===== src/rtl/led_scan_reader.sv =====
// rtl/led_scan_reader.sv - Recovers a 4-digit hex value by sniffing a multiplexed active-low 7-segment LED scan
module led_scan_reader #(
    parameter int STABLE = 4
) (
    input  logic        clk,
    input  logic        reset,
    input  logic [3:0]  an,
    input  logic [6:0]  seg,
    output logic [15:0] value,
    output logic        valid,
    output logic        err
);

    typedef enum logic {COLLECT, PUBLISH} state_t;

    localparam logic [7:0] ACCEPT_AT = 8'(STABLE - 1);

    state_t      state;
    logic [10:0] s1;
    logic [10:0] s0;
    logic [7:0]  cnt;
    logic [3:0]  mask;
    logic [15:0] shadow;
    logic        frame_err;

    logic [3:0]  an_low;
    logic        one_digit;
    logic        accept;
    logic [1:0]  digit_idx;
    logic [3:0]  nibble;
    logic        bad_code;
    logic [3:0]  mask_base;
    logic [3:0]  mask_next;
    logic        ferr_base;

    // Input sampling and stability counting; reset primes the pipe with "all off"
    always_ff @(posedge clk) begin
        if (!reset) begin
            s1  <= '1;
            s0  <= '1;
            cnt <= 8'd0;
        end else begin
            s1 <= {an, seg};
            s0 <= s1;
            if (s1 != s0)
                cnt <= 8'd0;
            else if (cnt != 8'hFF)
                cnt <= cnt + 8'd1;
        end
    end

    // Acceptance qualification: exactly one enable low while the counter hits the threshold
    always_comb begin
        an_low    = ~s1[10:7];
        one_digit = (an_low != 4'd0) && ((an_low & (an_low - 4'd1)) == 4'd0);
        accept    = one_digit && (cnt == ACCEPT_AT);
        digit_idx = 2'd0;
        case (an_low)
            4'b0010: digit_idx = 2'd1;
            4'b0100: digit_idx = 2'd2;
            4'b1000: digit_idx = 2'd3;
            default: digit_idx = 2'd0;
        endcase
    end

    // Segment pattern to nibble; B and D are ambiguous on 7 segments so they count as errors
    always_comb begin
        bad_code = 1'b0;
        nibble   = 4'h0;
        case (s1[6:0])
            7'b0000001: nibble = 4'h0;
            7'b1001111: nibble = 4'h1;
            7'b0010010: nibble = 4'h2;
            7'b0000110: nibble = 4'h3;
            7'b1001100: nibble = 4'h4;
            7'b0100100: nibble = 4'h5;
            7'b0100000: nibble = 4'h6;
            7'b0001111: nibble = 4'h7;
            7'b0000000: nibble = 4'h8;
            7'b0000100: nibble = 4'h9;
            7'b0001000: nibble = 4'hA;
            7'b0110001: nibble = 4'hC;
            7'b0110000: nibble = 4'hE;
            7'b0111000: nibble = 4'hF;
            default: begin
                nibble   = 4'h0;
                bad_code = 1'b1;
            end
        endcase
    end

    // Frame bookkeeping: a publish cycle starts a fresh frame, so an acceptance there lands in it
    always_comb begin
        mask_base = (state == PUBLISH) ? 4'd0 : mask;
        ferr_base = (state == PUBLISH) ? 1'b0 : frame_err;
        mask_next = mask_base;
        if (accept)
            mask_next[digit_idx] = 1'b1;
    end

    // Frame FSM: collect digits into the shadow, publish for one cycle once all four are seen
    always_ff @(posedge clk) begin
        if (!reset) begin
            state     <= COLLECT;
            mask      <= 4'd0;
            shadow    <= 16'h0000;
            frame_err <= 1'b0;
            value     <= 16'h0000;
            valid     <= 1'b0;
            err       <= 1'b0;
        end else begin
            valid <= 1'b0;
            if (state == PUBLISH) begin
                value <= shadow;
                err   <= frame_err;
                valid <= 1'b1;
            end
            if (accept)
                shadow[digit_idx*4 +: 4] <= nibble;
            mask      <= mask_next;
            frame_err <= ferr_base | (accept & bad_code);
            state     <= (mask_next == 4'hF) ? PUBLISH : COLLECT;
        end
    end

endmodule


===== config.mk =====
export PLATFORM = sky130hd
export DESIGN_NAME = led_scan_reader
export DESIGN_NICKNAME = d
export VERILOG_FILES = /design/src/rtl/led_scan_reader.sv
export SDC_FILE = /design/constraint.sdc
export NUM_CORES = 1
export LEC_CHECK = 0
export ABC_AREA = 0
export CORE_MARGIN = 2
export CORE_UTILIZATION = 30
export DETAILED_ROUTE_END_ITERATION = 10
export PLACE_DENSITY_LB_ADDON = 0.2
export SYNTH_ARGS = -nofsm -noshare
export SYNTH_HDL_FRONTEND = slang
export SYNTH_SLANG_ARGS = --single-unit

===== constraint.sdc =====
create_clock -name clk -period 2.5 [get_ports clk]
set_input_delay 0.75 -clock clk [delete_from_list [all_inputs] [get_ports clk]]
set_output_delay 0.75 -clock clk [all_outputs]
set_load 0.05 [all_outputs]

==> key figures <==
Synthesis
  • Complex-gate fraction of the synthesized area: 16.3%
  • Post-Synthesis Cells: 345
  • Synth Cell Area: 0.00326 mm2
  • Yosys warns: 0
  • Sequential share of the synthesized area: 43.0%
  • Synth Area in XOR/XNOR: 5.07%
  • Synth top area share: 43.0%
  • Adder-cell share of the synthesized area: 3.07%
  • Synth area leader: dfxtp_1
  • Number of flops mapped to enable cells by yosys: 0
  • Area contributors post-synth: dfxtp_1, mux2i_1, nor2b_1, nand2b_1, xnor2_1
  • Largest family of logic cells by synthesized area: simple AND/OR/NAND/NOR gates
  • Synth Area in Simple Gates: 23.0%
  • Share of flip-flops with an asynchronous set or reset: 0%
  • Mux contribution to synthesized area: 5.53%
  • Synth Net Count: 366
  • Avg Inst Size Synth: 9.44 um2
  • Post-synth top flop: dfxtp_1
  • Synth cell types: 50
  • Yosys reg bits: 70

Worst setup path
  • Crit path DAT: 1.49 ns
  • Largest delay share family, worst path: buffers and inverters
  • Flop-to-flop setup slack: 0.27 ns
  • Reg2reg path depth: 9
  • Max incr delay on CP: 0.80 ns
  • Worst path slowest cell: clkdlybuf4s50_1
  • Worst Path Max Fanout: 2
  • Setup CP Type: reg -> out
  • Setup crit start kind: flip-flop
  • Reg2Reg Capture Point: shadow[14]
  • Setup crit end kind: output pin
  • Critical path buffers and inverters: 1
  • Data required time at the worst endpoint: 1.75 ns
  • Worst path cell trace: clkdlybuf4s50_1
  • Reg2reg start: s1[8]

Floorplanning
  • Starting density of the core: 30.4%
  • Die area: 0.0117 mm2
  • IO Pins: 31
  • # rows: 38
  • Core Area: 0.0107 mm2
  • Width of the chip: 108 um
  • Die Span Y: 108 um

CTS
  • Clk sinks: 70
  • Clk Latency, worst-skew pair: 0.35 ns
  • CTS max path bufs: 2
  • Number of CTS-inserted buffers: 9
  • CTS tree: built
  • Post-CTS setup buffer count: 0
  • H-Tree Level Count: 3
  • Register clock-pin slew on the reported worst setup and hold paths: 0.08 ns
  • CTS root buffer: clkbuf_8

Placement
  • Gp weighted congestion: 0.796
  • Port buffer count: 30
  • Placed insts: 504
  • Dpl hpwl: 4.84 mm
  • Placed instance area: 0.00371 mm2

STA
  • Final Hold Fails: 0
  • Slew Limit Fails: 0
  • Highest clock rate: 0.446 GHz
  • Final Setup Violations: 0
  • Slew headroom: 65.5%
  • Clock Skews: 0.00821 ns
  • Final period util: 89.7%
  • Crit path time final: 2.24 ns
  • Setup TNS Final: 0 ns
  • Unrepaired setup endpoints after global routing: no
  • Worst-Margin Slew: 0.517 ns

Cells and area
  • Final instance area: 0.00396 mm2
  • Most frequent cells in the layout: dfxtp_1, clkdlybuf4s50_1, nor2b_1, nand2_1, nand2b_1
  • Final-stage net count: 396
  • Finished Layout Cells: 520
  • Layout cell share with drive strength beyond 1: 10.5%
  • Util after Layout: 37.0%
  • Area delta synth->final: 21.5%
  • Diodes inserted: 0
  • Commonest non-fill, non-tap cell in the layout: dfxtp_1

Drt
  • ANT nets after route: 0
  • Routed wire length: 6.68 mm
  • Drt wl/cell: 12.8 um
  • Via/cell ratio: 4.72
  • DRT Pass-1 Iters: 4
  • DRT iter0 DRCs: 82
  • DRC: 0
  • Routed vias: 2,456

Run
  • Max Cap Violations: 0

Power and ir drop
  • Max rail drop VDD: 0.247 mV
  • Clock Power Share: 43.9%
  • Static Leak: 1.34 nW
  • Gate power share: 7.2%
  • PD cells: 600 mW/mm2
  • Internal power: 1.81 mW
  • Sequential power share: 49.0%
  • Psw: 565 uW
  • Switching Share: 23.8%

Global routing
  • Vias in the first global route: 2,357
  • Largest net degree at the start of global routing: 26
  • Total Routing Usage GR: 12.5%
  • First-pass GRT wire length: 11.6 mm
  • Total grt overflow: 0
  • Antenna violations before repair: 0

Worst hold path
  • Hold path startpoint: shadow[1]
  • Hold path endpoint: shadow[1]
  • WHS Path Cells: 2
  • Hold Crit Class: reg -> reg

Run status
  • Status: finished, final reports clean
[flip-flops by register name (all words and copies together) (netlist names)]
| signal | flops |
|---|---|
| s1 | 11 |
| s0 | 11 |
| mask | 4 |
| shadow | 16 |
| cnt | 8 |
| frame_err | 1 |
| valid | 1 |
| value | 16 |
| state | 1 |
| err | 1 |
[layout make-up]
type                    count  area (um2)
multi-input cells         244        1730
fillers                  1081        6740
flip-flops and latches     70        1400
clock inverters             6        92.6
well taps                 140         175
repair buffers             42         385
clock buffers              10         138
inverters                   8        30.0
[power groups by stage]
stage / clock [mW] / combinational, mW / sequential, mW
4_1_cts: 1.07 / 0.172 / 1.16
3_3_place_gp: 0 / 0.170 / 1.19
3_5_place_dp: 0 / 0.172 / 1.19
2_1_floorplan: 0 / 0.138 / 1.17
6_report: 1.04 / 0.170 / 1.16
5_1_grt: 1.12 / 0.190 / 1.17
[worst max path at each step]
stage / cells after the start / from / endpoint / slack (ns)
after floorplan: 8 / s1[10] / shadow[6] / 0.35
after global placement: 9 / s1[8] / shadow[6] / 0.19
after detailed placement: 9 / s1[8] / shadow[14] / 0.06
after CTS: 9 / s1[8] / shadow[14] / 0.05
after global routing: 9 / s1[8] / shadow[13] / 0.04
final: 1 / value[4] / value[4] / 0.26
[kinds of logic (layout without fill, tap and decap cells)]
group	Yosys count	after routing
AND/OR/NAND/NOR	131	131
flip-flops	70	70
adder cells (fa/ha/maj)	8	8
AO/OA/AOI/OAI	69	69
XOR/XNOR	18	18
buffers and inverters	31	66
multiplexers	18	18
[through the flow]
stage	hold slack (ns)	power, mW	setup WS [ns]
2_1_floorplan	0.446	1.30	0.347
3_3_place_gp	0.464	1.36	0.186
3_5_place_dp	0.466	1.36	0.0551
4_1_cts	0.480	2.41	0.0516
5_1_grt	0.509	2.48	0.0430
6_report	0.476	2.37	0.257
[what timing repair did]
action / CTS / global route
setup endpoints to repair: 0 / 12
hold buffers: 0 / 0
resized for setup: 0 / 3
[synth_stat cells (5+ instances only)]
cell type   n
o21ai_1     5
nand2b_1   20
ha_1        8
a21oi_1     9
clkbuf_1   12
a21boi_1   13
nor2_1     13
nor3_1      6
mux2i_1    18
nand2_1    25
o21ai_0    17
xnor2_1    13
dfxtp_1    70
nor2b_1    28
nand3_1     6
nand4_1     8
inv_1       8
buf_2       8
and3_1      5
[per-layer routing]
| metal | routed length, um | vias up | GRT usage, % |
|---|---|---|---|
| met1 | 3230 | 1137 | 16.5 |
| li1 | - | 1257 | - |
| met5 | 0 | - | 0 |
| met2 | 2980 | 49 | 19.5 |
| met3 | 320 | 13 | 3.32 |
| met4 | 140 | 0 | 5.13 |
No activity file was read; power rests on OpenSTA's default activity.
